### src/rtl/cpaep_loader_pkg.sv
// Shared types and field widths for the tile load sequencer.
// Included first; imported by the counter and the sequencer top.
package cpaep_loader_pkg;

    typedef enum logic [2:0] {
        IDLE,
        LD_KERNEL,
        LD_INPUT,
        LD_OVL,
        WAIT_CORE,
        READY
    } load_state_t;

    localparam int KERNEL_SEL_BIT = 15;
    localparam int KADDR_W        = 9;
    localparam int IADDR_W        = 14;
    localparam int OADDR_W        = 8;
    localparam int CNT_W          = 14;

endpackage

### src/rtl/tile_load_sequencer_counter.sv
// Phase word counter shared by the kernel, input and overlap phases.
// Wraps to zero on the terminal accept so the next phase starts at 0.
module load_phase_counter
    import cpaep_loader_pkg::*;
(
    input  logic             clk,
    input  logic             arst_n_in,
    input  logic             clr_i,
    input  logic             en_i,
    input  logic [CNT_W-1:0] limit_i,
    output logic [CNT_W-1:0] cnt_o,
    output logic             last_o
);

    logic [CNT_W-1:0] cnt_q, cnt_d;

    assign cnt_o  = cnt_q;
    assign last_o = (cnt_q == limit_i);

    always_comb begin
        cnt_d = cnt_q;
        if (clr_i) begin
            cnt_d = '0;
        end else if (en_i) begin
            cnt_d = last_o ? '0 : cnt_q + 1'b1;
        end
    end

    always_ff @(posedge clk or negedge arst_n_in) begin
        if (!arst_n_in) begin
            cnt_q <= '0;
        end else begin
            cnt_q <= cnt_d;
        end
    end

endmodule

### src/rtl/tile_load_sequencer.sv
// Turns one host word stream per tile into kernel, input and overlap
// write strobes for the core, then holds data_ready until fsm_done.
module tile_load_sequencer
    import cpaep_loader_pkg::*;
#(
    parameter int IO_DATA_WIDTH = 16,
    parameter int KERNEL_WORDS  = 512,
    parameter int INPUT_WORDS   = 16384,
    parameter int OVERLAP_WORDS = 256
) (
    input  logic                     clk,
    input  logic                     arst_n_in,
    input  logic                     start_load,
    input  logic                     skip_kernel,
    input  logic [IO_DATA_WIDTH-1:0] in_data,
    input  logic                     in_valid,
    output logic                     in_ready,
    output logic [IO_DATA_WIDTH-1:0] a_input,
    output logic [IO_DATA_WIDTH-1:0] b_input,
    output logic                     int_mem_we,
    output logic                     overlap_cache_we,
    output logic                     data_ready,
    input  logic                     fsm_done,
    output logic                     busy
);

    localparam logic [CNT_W-1:0] K_LIM = CNT_W'(KERNEL_WORDS - 1);
    localparam logic [CNT_W-1:0] I_LIM = CNT_W'(INPUT_WORDS - 1);
    localparam logic [CNT_W-1:0] O_LIM = CNT_W'(OVERLAP_WORDS - 1);

    load_state_t state_q, state_d;

    logic [CNT_W-1:0]         cnt;
    logic [CNT_W-1:0]         limit;
    logic                     last;
    logic                     accept;
    logic [IO_DATA_WIDTH-1:0] a_q, a_d;
    logic [IO_DATA_WIDTH-1:0] b_q, b_d;
    logic                     imw_q, imw_d;
    logic                     ocw_q, ocw_d;

    // Ready depends on state only so the host never sees a valid->ready loop.
    assign in_ready = (state_q == LD_KERNEL) ||
                      (state_q == LD_INPUT)  ||
                      (state_q == LD_OVL);
    assign accept   = in_valid && in_ready;

    assign a_input          = a_q;
    assign b_input          = b_q;
    assign int_mem_we       = imw_q;
    assign overlap_cache_we = ocw_q;
    assign data_ready       = (state_q == READY);
    assign busy             = (state_q != IDLE);

    always_comb begin
        limit = '0;
        unique case (state_q)
            LD_KERNEL: limit = K_LIM;
            LD_INPUT:  limit = I_LIM;
            LD_OVL:    limit = O_LIM;
            default:   limit = '0;
        endcase
    end

    load_phase_counter u_cnt (
        .clk      (clk),
        .arst_n_in(arst_n_in),
        .clr_i    (state_q == IDLE),
        .en_i     (accept),
        .limit_i  (limit),
        .cnt_o    (cnt),
        .last_o   (last)
    );

    always_comb begin
        state_d = state_q;
        unique case (state_q)
            IDLE:      if (start_load) state_d = skip_kernel ? LD_INPUT : LD_KERNEL;
            LD_KERNEL: if (accept && last) state_d = LD_INPUT;
            LD_INPUT:  if (accept && last) state_d = LD_OVL;
            LD_OVL:    if (accept && last) state_d = WAIT_CORE;
            WAIT_CORE: state_d = READY;
            READY:     if (fsm_done) state_d = IDLE;
            default:   state_d = IDLE;
        endcase
    end

    always_comb begin
        a_d   = a_q;
        b_d   = b_q;
        imw_d = 1'b0;
        ocw_d = 1'b0;
        if (accept) begin
            a_d = '0;
            b_d = in_data;
            unique case (state_q)
                LD_KERNEL: begin
                    a_d[KERNEL_SEL_BIT] = 1'b1;
                    a_d[KADDR_W-1:0]    = cnt[KADDR_W-1:0];
                    imw_d               = 1'b1;
                end
                LD_INPUT: begin
                    a_d[IADDR_W-1:0] = cnt[IADDR_W-1:0];
                    imw_d            = 1'b1;
                end
                default: begin
                    a_d[OADDR_W-1:0] = cnt[OADDR_W-1:0];
                    ocw_d            = 1'b1;
                end
            endcase
        end
    end

    always_ff @(posedge clk or negedge arst_n_in) begin
        if (!arst_n_in) begin
            state_q <= IDLE;
            a_q     <= '0;
            b_q     <= '0;
            imw_q   <= 1'b0;
            ocw_q   <= 1'b0;
        end else begin
            state_q <= state_d;
            a_q     <= a_d;
            b_q     <= b_d;
            imw_q   <= imw_d;
            ocw_q   <= ocw_d;
        end
    end

endmodule

### config.mk
export PLATFORM = sky130hd
export DESIGN_NAME = tile_load_sequencer
export DESIGN_NICKNAME = d
export VERILOG_FILES = /design/src/rtl/cpaep_loader_pkg.sv /design/src/rtl/tile_load_sequencer_counter.sv /design/src/rtl/tile_load_sequencer.sv
export SDC_FILE = /design/constraint.sdc
export NUM_CORES = 1
export LEC_CHECK = 0
export CORE_UTILIZATION = 53
export CTS_BUF_LIST = sky130_fd_sc_hd__clkbuf_4 sky130_fd_sc_hd__clkbuf_8
export DETAILED_ROUTE_END_ITERATION = 7
export GPL_TIMING_DRIVEN = 0
export PLACE_DENSITY = 0.95
export RECOVER_POWER = 50
export SYNTH_ARGS = -nofsm -noshare
export SYNTH_HDL_FRONTEND = slang
export SYNTH_SLANG_ARGS = --single-unit
### constraint.sdc
create_clock -name clk -period 4.9 [get_ports clk]
set_input_delay 0.98 -clock clk [delete_from_list [all_inputs] [get_ports clk]]
set_output_delay 0.98 -clock clk [all_outputs]
set_load 0.01 [all_outputs]
[Yosys cells after proc, flatten, opt, wreduce, memory -nomap -nowiden]
Cells that the tools add are included.
Storage, ports and cells
  register bits after elaboration: 50
  bits of input ports: 22
  output and inout port bits: 37
  logic and storage cells: 45
Operators by class
  $add $sub $neg: 1
  eq/ne operators: 11
  mux-type cells: 18
  reductions and logical operators: 9
Operator list (count)
  $mux W14: 3
  $pmux W14 S3: 1
  $pmux W3 S6: 1
  $mux W3: 5
  $add A14 B1 Y14 const B: 1
  $eq A14 B14 Y1: 1
  $ne A2 B1 Y1 const B: 4
  $eq A3 B2 Y1 const B: 2
  $eq A3 B3 Y1 const B: 2
  $mux W1: 6
  $mux W5: 1
  $reduce_and A5 Y1: 1
  $eq A3 B1 Y1 const B: 1
  $logic_not A3 Y1: 1
  $reduce_bool A3 Y1: 1
  $logic_and A1 B1 Y1: 2
  $logic_or A1 B1 Y1: 2
  $mux W2: 1
  $ne A2 B2 Y1 const B: 1
  $reduce_bool A2 Y1: 1
  $reduce_or A2 Y1: 1

[Logic depth before layout (Yosys ltp)]
Gate-level depths: netlist of run 1.
  word-level depth: 7
  mapped depth: 7
  mapped depth without buffers: 5

[By module]
Synthesis of run 1 repeated with hierarchy kept, for this count alone.
Second synthesis, totals
  cell total of the unflattened synthesis: 230
  area, all modules: 2600.0 um^2
By module, submodules not included
  tile_load_sequencer: times used 1, cells each 108, area an instance 1596.5 um^2, sequential area each 900.9 um^2
  load_phase_counter: times used 1, cells each 122, area an instance 1003.5 um^2, sequential area each 350.3 um^2

[Least setup slack after synthesis of run 1]
OpenSTA, ideal clock, no wires.
  path kind: input to register
  from: input port in_valid
  to: register b_q[10] (netlist: b_input[10])
  library setup time: 0.125 ns
  data arrival time: 1.941 ns
  data required time: 4.775 ns
  setup slack: 2.835 ns
  stages: 4
  path buffers: 1
  cells stage by stage: nand2b_1 -> nor2_2 -> buf_2 -> mux2_2
Between the ends
  word-level cells in the longest chain between the ends: 1
RTL lines
  start: declaration: line tile_load_sequencer.sv:16  | input logic in_valid,
  $logic_and A1 B1 Y1: line tile_load_sequencer.sv:46  | assign accept = in_valid && in_ready;
  end signal: assignment: line tile_load_sequencer.sv:118  | b_q <= '0;
  end signal: assignment: line tile_load_sequencer.sv:124  | b_q <= b_d;
  end: declaration: line tile_load_sequencer.sv:38  | logic [IO_DATA_WIDTH-1:0] b_q, b_d;
Every way passes these cells.
A chain may end at the register's enable or synchronous reset.

[Worst setup path after layout of run 1]
  from: register state_q[2]
  to: output port in_ready
Between the ends
  word-level cells in the longest chain between the ends: 3
  elaborated cells on any way between the ends: 5
  those cells by class: 3 x eq/ne; 2 x reduce/logical
RTL lines
  start: declaration: line tile_load_sequencer.sv:31  | load_state_t state_q, state_d;
  start signal: assignment: line tile_load_sequencer.sv:122  | state_q <= state_d;
  $eq A3 B1 Y1 / $eq A3 B2 Y1 (equally long branches): line tile_load_sequencer.sv:43, tile_load_sequencer.sv:44
  $logic_or A1 B1 Y1: line tile_load_sequencer.sv:43  | assign in_ready = (state_q == LD_KERNEL) ||
  $logic_or A1 B1 Y1 *: line tile_load_sequencer.sv:44  | (state_q == LD_INPUT) ||
  end: declaration: line tile_load_sequencer.sv:17  | output logic in_ready,
Mark *: on every way between the ends. The rest lies on a longest branch, timed or not.

==> flow_metrics.py, run 1 <==
metrics = {
    "sta": {
        "post-route-min-period_ps": 2840,
        "slew_headroom_pct": -11.3,
        "drv_slew": 33,
        "fin_crit_sh_pct": 58.0,
        "worst_slew_pin_slew_ps": 1670,
        "hold_viol_final": 0,
        "max_freq_mhz": 352,
        "final.setup.tns_ps": 0,
        "fin_skew_ps": 13.3,
        "finalSetupViolCount": 0,
        "rsz0062_at_grt": "no",
    },
    "logic_synthesis": {
        "syn_avg_cell_area_sq_um": 10.8,
        "async_reset_ff_share_pct": 100,
        "synth_top_area_share_pct": 53.4,
        "synth_area_leader_cell": "dfrtp_1",
        "synthTopCellsByArea": "dfrtp_1 (53%), mux2_2 (12%), o21ai_0 (3.8%)",
        "ys_types": 39,
        "syn_nets": 239,
        "synth-seq-cells": 50,
        "yosysSeqAreaShare_pct": 53.4,
        "netlist_instances": 216,
        "synth-main-ff-cell": "dfrtp_1",
        "yosys_warnings": 0,
        "synth-edff-count": 0,
        "synthesis.area_sq_um": 2340,
    },
    "clocking": {
        "cts_root_buf": "clkbuf_8",
        "postCtsSetupRepairBufs": 0,
        "cts_tree": "done",
        "cts_buffers": 5,
        "cts_resized": 0,
        "insertion_delay_ps": 320,
        "ctsHoldBuffers": 0,
        "clock_sink_count": 50,
        "clockBufferDepth": 2,
        "cts-htree-levels": 2,
        "clk_pin_slew_ps": 80,
    },
    "final_layout": {
        "diodes": 0,
        "drive_gt1_share_pct": 16.3,
        "layout.cells.non_filler": 332,
        "syn_to_final_growth_pct": 31.8,
        "regArea_sq_um": 1250,
        "final_util_pct": 75.0,
        "multi_input_area_sq_um": 1010,
        "nets": 304,
        "fillers": 286,
    },
    "global_routing": {
        "grt.total_usage_pct": 25.0,
        "grt_pass1_wl_um": 8280,
        "grt_overflow_total": 0,
        "grt_max_degree": 33,
        "grt_pass1_vias": 1747,
        "antenna_found_initial": 0,
    },
    "power_and_ir_drop": {
        "power_density_nw_per_um2": 342,
        "leakagePower_nw": 1.29,
        "peakVddDrop_mv": 0.244,
        "total_power_mw": 1.05,
    },
    "min_path": {
        "hp-class": "reg -> reg",
    },
    "routing": {
        "drt-total-wl_um": 5370,
        "antenna_left": 0,
        "remaining_drc_errors": 0,
        "drt_iter0_markers": 145,
        "num_vias": 1860,
        "wl_per_cell_um": 16.2,
        "viasPerCell": 5.60,
        "drtPass1Iterations": 4,
    },
    "critical_path": {
        "critPathLaunchType": "flip-flop",
        "cp.arrival_ps": 1860,
        "crit_fanout": 10,
        "worst_path_max_delay_cell": "clkdlybuf4s50_1",
        "crit_top_cell": "clkbuf_1",
        "max_stage_delay_ps": 490,
        "critPathKind": "reg -> out",
        "setup.worst_path.end_class": "output port",
        "reg2reg_slack_ps": 2840,
        "required_ps": 3920,
        "crit_chain": "clkbuf_1 -> clkbuf_1 -> nor2_1 -> clkdlybuf4s50_1",
    },
    "die": {
        "rows": 23,
        "core_sq_um": 4120,
        "initial_core_util_pct": 56.9,
        "dieArea_sq_um": 4690,
        "io-pin-count": 59,
        "fp.dieW_um": 68.5,
        "dieHeight_um": 68.5,
    },
    "place": {
        "hpwl_um": 3880,
        "dp_cells": 324,
        "place_congestion": 0.853,
        "io_buffer_count": 57,
    },
    "status": {
        "run_status": "finished with violations",
        "violations": "capacitance limit, slew limit",
    },
    "run": {
        "maxCapViolCount": 1,
    },
}
==> where the power goes <==
part	switching, mW	total [mW]	internal [mW]	leakage [nW]
Clock	0.140	0.298	0.158	0.0548
Sequential	0.0442	0.514	0.470	0.616
Combinational	0.113	0.242	0.129	0.621
Total	0.297	1.05	0.756	1.29
==> cell families after synthesis <==
group / Yosys count / share of synthesized area (%)
other cells: 1 / 0.160
mux: 26 / 12.4
fa+ha+maj: 1 / 0.534
flops: 50 / 53.4
xor+xnor: 9 / 3.37
simple gates: 73 / 16.2
compound gates: 39 / 10.7
buf+inv: 17 / 3.21
==> cell usage in the layout (no fill, tap or decap), types with 3 or more instances in the layout <==
cell and n:
a21oi_1 5, a31oi_1 6, buf_2 6, clkbuf_1 7
clkbuf_8 5, clkdlybuf4s50_1 40, dfrtp_1 50, dlygate4sd3_1 16
inv_1 5, mux2_2 24, nand2_1 23, nand3_1 4
nand4_1 5, nor2_1 11, nor2b_1 7, nor3_1 6
nor3_2 3, o21ai_0 18, xnor2_1 5, xor2_1 4
==> worst max-delay path: cells and delay by family, from the launching register on <==
kind,cells,cell delay [ps]
simple gates,1,90
buf+inv,3,1130
flops,1,330
==> routing by layer <==
| metal | track usage [%] | vias to the layer above | wire [um] | share of wire (%) |
|---|---|---|---|---|
| met3 | 3.83 | 13 | 301 | 5.6 |
| li1 | - | 893 | - | - |
| met4 | 13.3 | 0 | 133 | 2.5 |
| met2 | 42.9 | 77 | 2860 | 53 |
| met1 | 29.9 | 877 | 2070 | 39 |
| met5 | 0 | - | 0 | 0 |
==> metrics by stage <==
step / setup slack, ps / hold slack (ps) / instance area (sq um)
2_1_floorplan: 2830 / 486 / 2340
3_3_place_gp: 1480 / 484 / 2970
3_5_place_dp: 1920 / 492 / 2990
4_1_cts: 2070 / 509 / 3100
5_1_grt: 1530 / 520 / 3090
6_report: 2060 / 505 / 3090
==> registers in the layout, indices dropped and copies added, names as in the netlist <==
| signal | count |
|---|---|
| overlap_cache_we | 1 |
| a_input | 15 |
| u_cnt.cnt_o | 14 |
| int_mem_we | 1 |
| b_input | 16 |
| state_q | 3 |
==> final timing paths <==
kind,from,end,cells after the start
max in group asynchronous,arst_n_in,u_cnt.cnt_o[2]$_DFFE_PN0P_,2
max,state_q[2]$_DFFE_PN0P_,in_ready,4
min,a_input[8]$_DFFE_PN0N_,a_input[8]$_DFFE_PN0N_,1
min in group asynchronous,arst_n_in,u_cnt.cnt_o[0]$_DFFE_PN0P_,1
min reg2reg,a_input[8]$_DFFE_PN0N_,a_input[8]$_DFFE_PN0N_,1
max reg2reg,state_q[1]$_DFFE_PN0P_,a_input[0]$_DFFE_PN0N_,5
==> area by class of cell <==
| class | count | share of cell area [%] |
|---|---|---|
| tap | 50 | 2.03 |
| inverter | 5 | 0.608 |
| buffer | 12 | 1.82 |
| clock inverter | 2 | 1.22 |
| multi-input combinational | 149 | 32.9 |
| sequential | 50 | 40.6 |
| timing repair buffer | 58 | 18.4 |
| clock buffer | 6 | 2.47 |
==> synth_stat cells, drive strengths merged (4+ instances only) <==
cell type  instances
a21oi              5
a31oi              6
buf                7
clkbuf             5
dfrtp             50
inv                5
mux2              24
nand2             23
nand3              4
nand4              5
nor2              12
nor2b              7
nor3               9
o21ai             19
xnor2              5
xor2               4
Power figures use the tool's default switching activity.
==> inputs of run 2 (changes only) <==
CORE_UTILIZATION = 51   (was 53)
PLACE_DENSITY = 0.94   (was 0.95)
clock period = 2.7 ns   (was 4.9 ns; I/O delays follow)
==> run 2 against run 1 <==
  * The run now ends clean
  * Final cell count grew 0.60%
  * Sequential power rose by 81%
  * Clock-buffer cell count unchanged
  * Clock skew fell by 8.4 ps
  * Total power grew 90%
  * First-iteration DRC count down 16%
  * Clock power rose by 110%
  * Largest cell class unchanged
==> flow_metrics.py, run 2 (synthesis gave the netlist of run 1 again) <==
metrics = {
    "status": {
        "run_status": "completed",
    },
    "run": {
        "maxCapViolCount": 0,
    },
    "clocking": {
        "cts_tree": "done",
        "cts_buffers": 5,
        "ctsHoldBuffers": 0,
        "insertion_delay_ps": 300,
        "postCtsSetupRepairBufs": 0,
        "cts_root_buf": "clkbuf_8",
        "clock_sink_count": 50,
        "clk_pin_slew_ps": 90,
        "clockBufferDepth": 2,
        "cts_resized": 0,
        "cts-htree-levels": 2,
    },
    "critical_path": {
        "critPathKind": "reg -> out",
        "crit_start": "state_q[2]$_DFFE_PN0P_",
        "cp.arrival_ps": 1870,
        "critPathLaunchType": "flip-flop",
        "crit_fanout": 10,
        "setup.worst_path.end_class": "output port",
        "r2r-start": "state_q[2]$_DFFE_PN0P_",
        "required_ps": 2160,
    },
    "sta": {
        "whs_ps": 464,
        "finalSetupViolCount": 0,
        "drv_slew": 0,
        "post-route-min-period_ps": 2410,
        "worst_slew_pin_slew_ps": 1210,
        "final.setup.tns_ps": 0,
        "hold_viol_final": 0,
        "fin_skew_ps": 4.90,
        "max_freq_mhz": 414,
        "rsz0062_at_grt": "no",
        "fin_crit_sh_pct": 89.4,
        "slew_headroom_pct": 19.2,
    },
    "place": {
        "place_congestion": 0.808,
        "io_buffer_count": 57,
        "dp_cells": 326,
        "hpwl_um": 3640,
        "dpl_cell_area_sq_um": 2990,
    },
    "routing": {
        "drt-total-wl_um": 5090,
        "antenna_left": 0,
        "wl_per_cell_um": 15.2,
        "drtPass1Iterations": 4,
        "drt_iter0_markers": 122,
        "num_vias": 1925,
        "remaining_drc_errors": 0,
        "viasPerCell": 5.76,
    },
    "power_and_ir_drop": {
        "switching_share_pct": 25.9,
        "combinationalPowerShare_pct": 21.5,
        "p_clk_share_pct": 31.9,
        "total_power_mw": 2.00,
        "leakagePower_nw": 1.30,
        "switching_power_uw": 517,
        "power_frac_seq_pct": 46.6,
        "p_int_mw": 1.48,
        "peakVddDrop_mv": 0.418,
        "power_density_nw_per_um2": 641,
    },
    "final_layout": {
        "regArea_sq_um": 1250,
        "multi_input_area_sq_um": 1010,
        "final_common_cell": "dfrtp_1",
        "diodes": 0,
        "fin_area_sq_um": 3120,
        "layout_common_cells": "dfrtp_1 (50), clkdlybuf4s50_1 (39), mux2_2 (24)",
        "syn_to_final_growth_pct": 33.2,
        "drive_gt1_share_pct": 16.7,
        "layout.cells.non_filler": 334,
        "largest_reg_flops": 16,
        "fillers": 348,
        "nets": 304,
    },
    "min_path": {
        "hp-class": "in -> async",
    },
    "die": {
        "core_sq_um": 4380,
        "initial_core_util_pct": 53.4,
        "dieArea_sq_um": 4870,
        "dieHeight_um": 69.8,
        "rows": 24,
        "io-pin-count": 59,
        "fp.dieW_um": 69.8,
    },
    "global_routing": {
        "grt_pass1_vias": 1806,
        "grt_max_degree": 29,
        "antenna_found_initial": 0,
        "grt.total_usage_pct": 22.6,
        "grt_pass1_wl_um": 8720,
        "grt_overflow_total": 0,
    },
}
run 2: changes by cell type in the layout (fill, tap and decap cells not counted):
cell | before | now
bufinv_16 | 1 | 2
clkbuf_1 | 7 | 6
clkbuf_2 | 0 | 1
clkbuf_4 | 1 | 0
clkbuf_8 | 5 | 6
clkdlybuf4s50_1 | 40 | 39
clkinvlp_4 | 1 | 0
dlygate4sd3_1 | 16 | 17
run 2: routing by layer:
layer	up-vias	part of all wire (%)	track usage, %
li1	898	-	-
met5	-	0	0
met1	930	42	30.5
met3	11	6.2	4.65
met2	86	50	37.0
met4	0	1.6	7.11
run 2: layout make-up:
type | instances | share of cell area [%]
buffer | 12 | 1.81
clock buffer | 6 | 2.65
clock inverter | 2 | 1.93
inverter | 5 | 0.602
multi-input combinational | 149 | 32.5
sequential | 50 | 40.1
tap | 52 | 2.09
timing repair buffer | 58 | 18.3
run 2: power groups by stage:
stage               combinational [mW]  sequential [mW]  clock (mW)
floorplan                        0.191            0.964           0
global placement                 0.433            0.938           0
detailed placement               0.451            0.947           0
CTS                              0.455            0.932       0.645
global route                     0.472            0.947       0.679
finish                           0.430            0.931       0.638
run 2: path summary, 6_finish.rpt:
path                                                   end  slack (ps)  cells past startpoint
min in group clk                    b_input[7]$_DFFE_PN0N_         500                      1
worst min register to register      b_input[7]$_DFFE_PN0N_         500                      1
worst max-delay path                              in_ready         290                      4
worst max register to register  u_cnt.cnt_o[9]$_DFFE_PN0P_         640                      6
max in group asynchronous          b_input[12]$_DFFE_PN0N_         940                      2
worst min-delay path               a_input[11]$_DFFE_PN0N_         460                      1
run 2: through the flow:
step | utilization [%] | setup WS (ps)
6_report | 71.1 | 286
5_1_grt | 71.1 | 151
4_1_cts | 71.5 | 304
3_5_place_dp | 68.2 | 144
3_3_place_gp | 67.9 | -291
2_1_floorplan | - | 935
run 2: critical path: stages (launching register included):
cell	delay (ps)
dfrtp_1	330
clkbuf_1	290
clkbuf_1	370
nor2_1	90
clkdlybuf4s50_1	490
==> inputs of run 3 (changes only) <==
GPL_ROUTABILITY_DRIVEN = 0   (was default)
==> results of run 3 <==
Same layout as run 2: the final DEF is identical, and so are final timing and power.
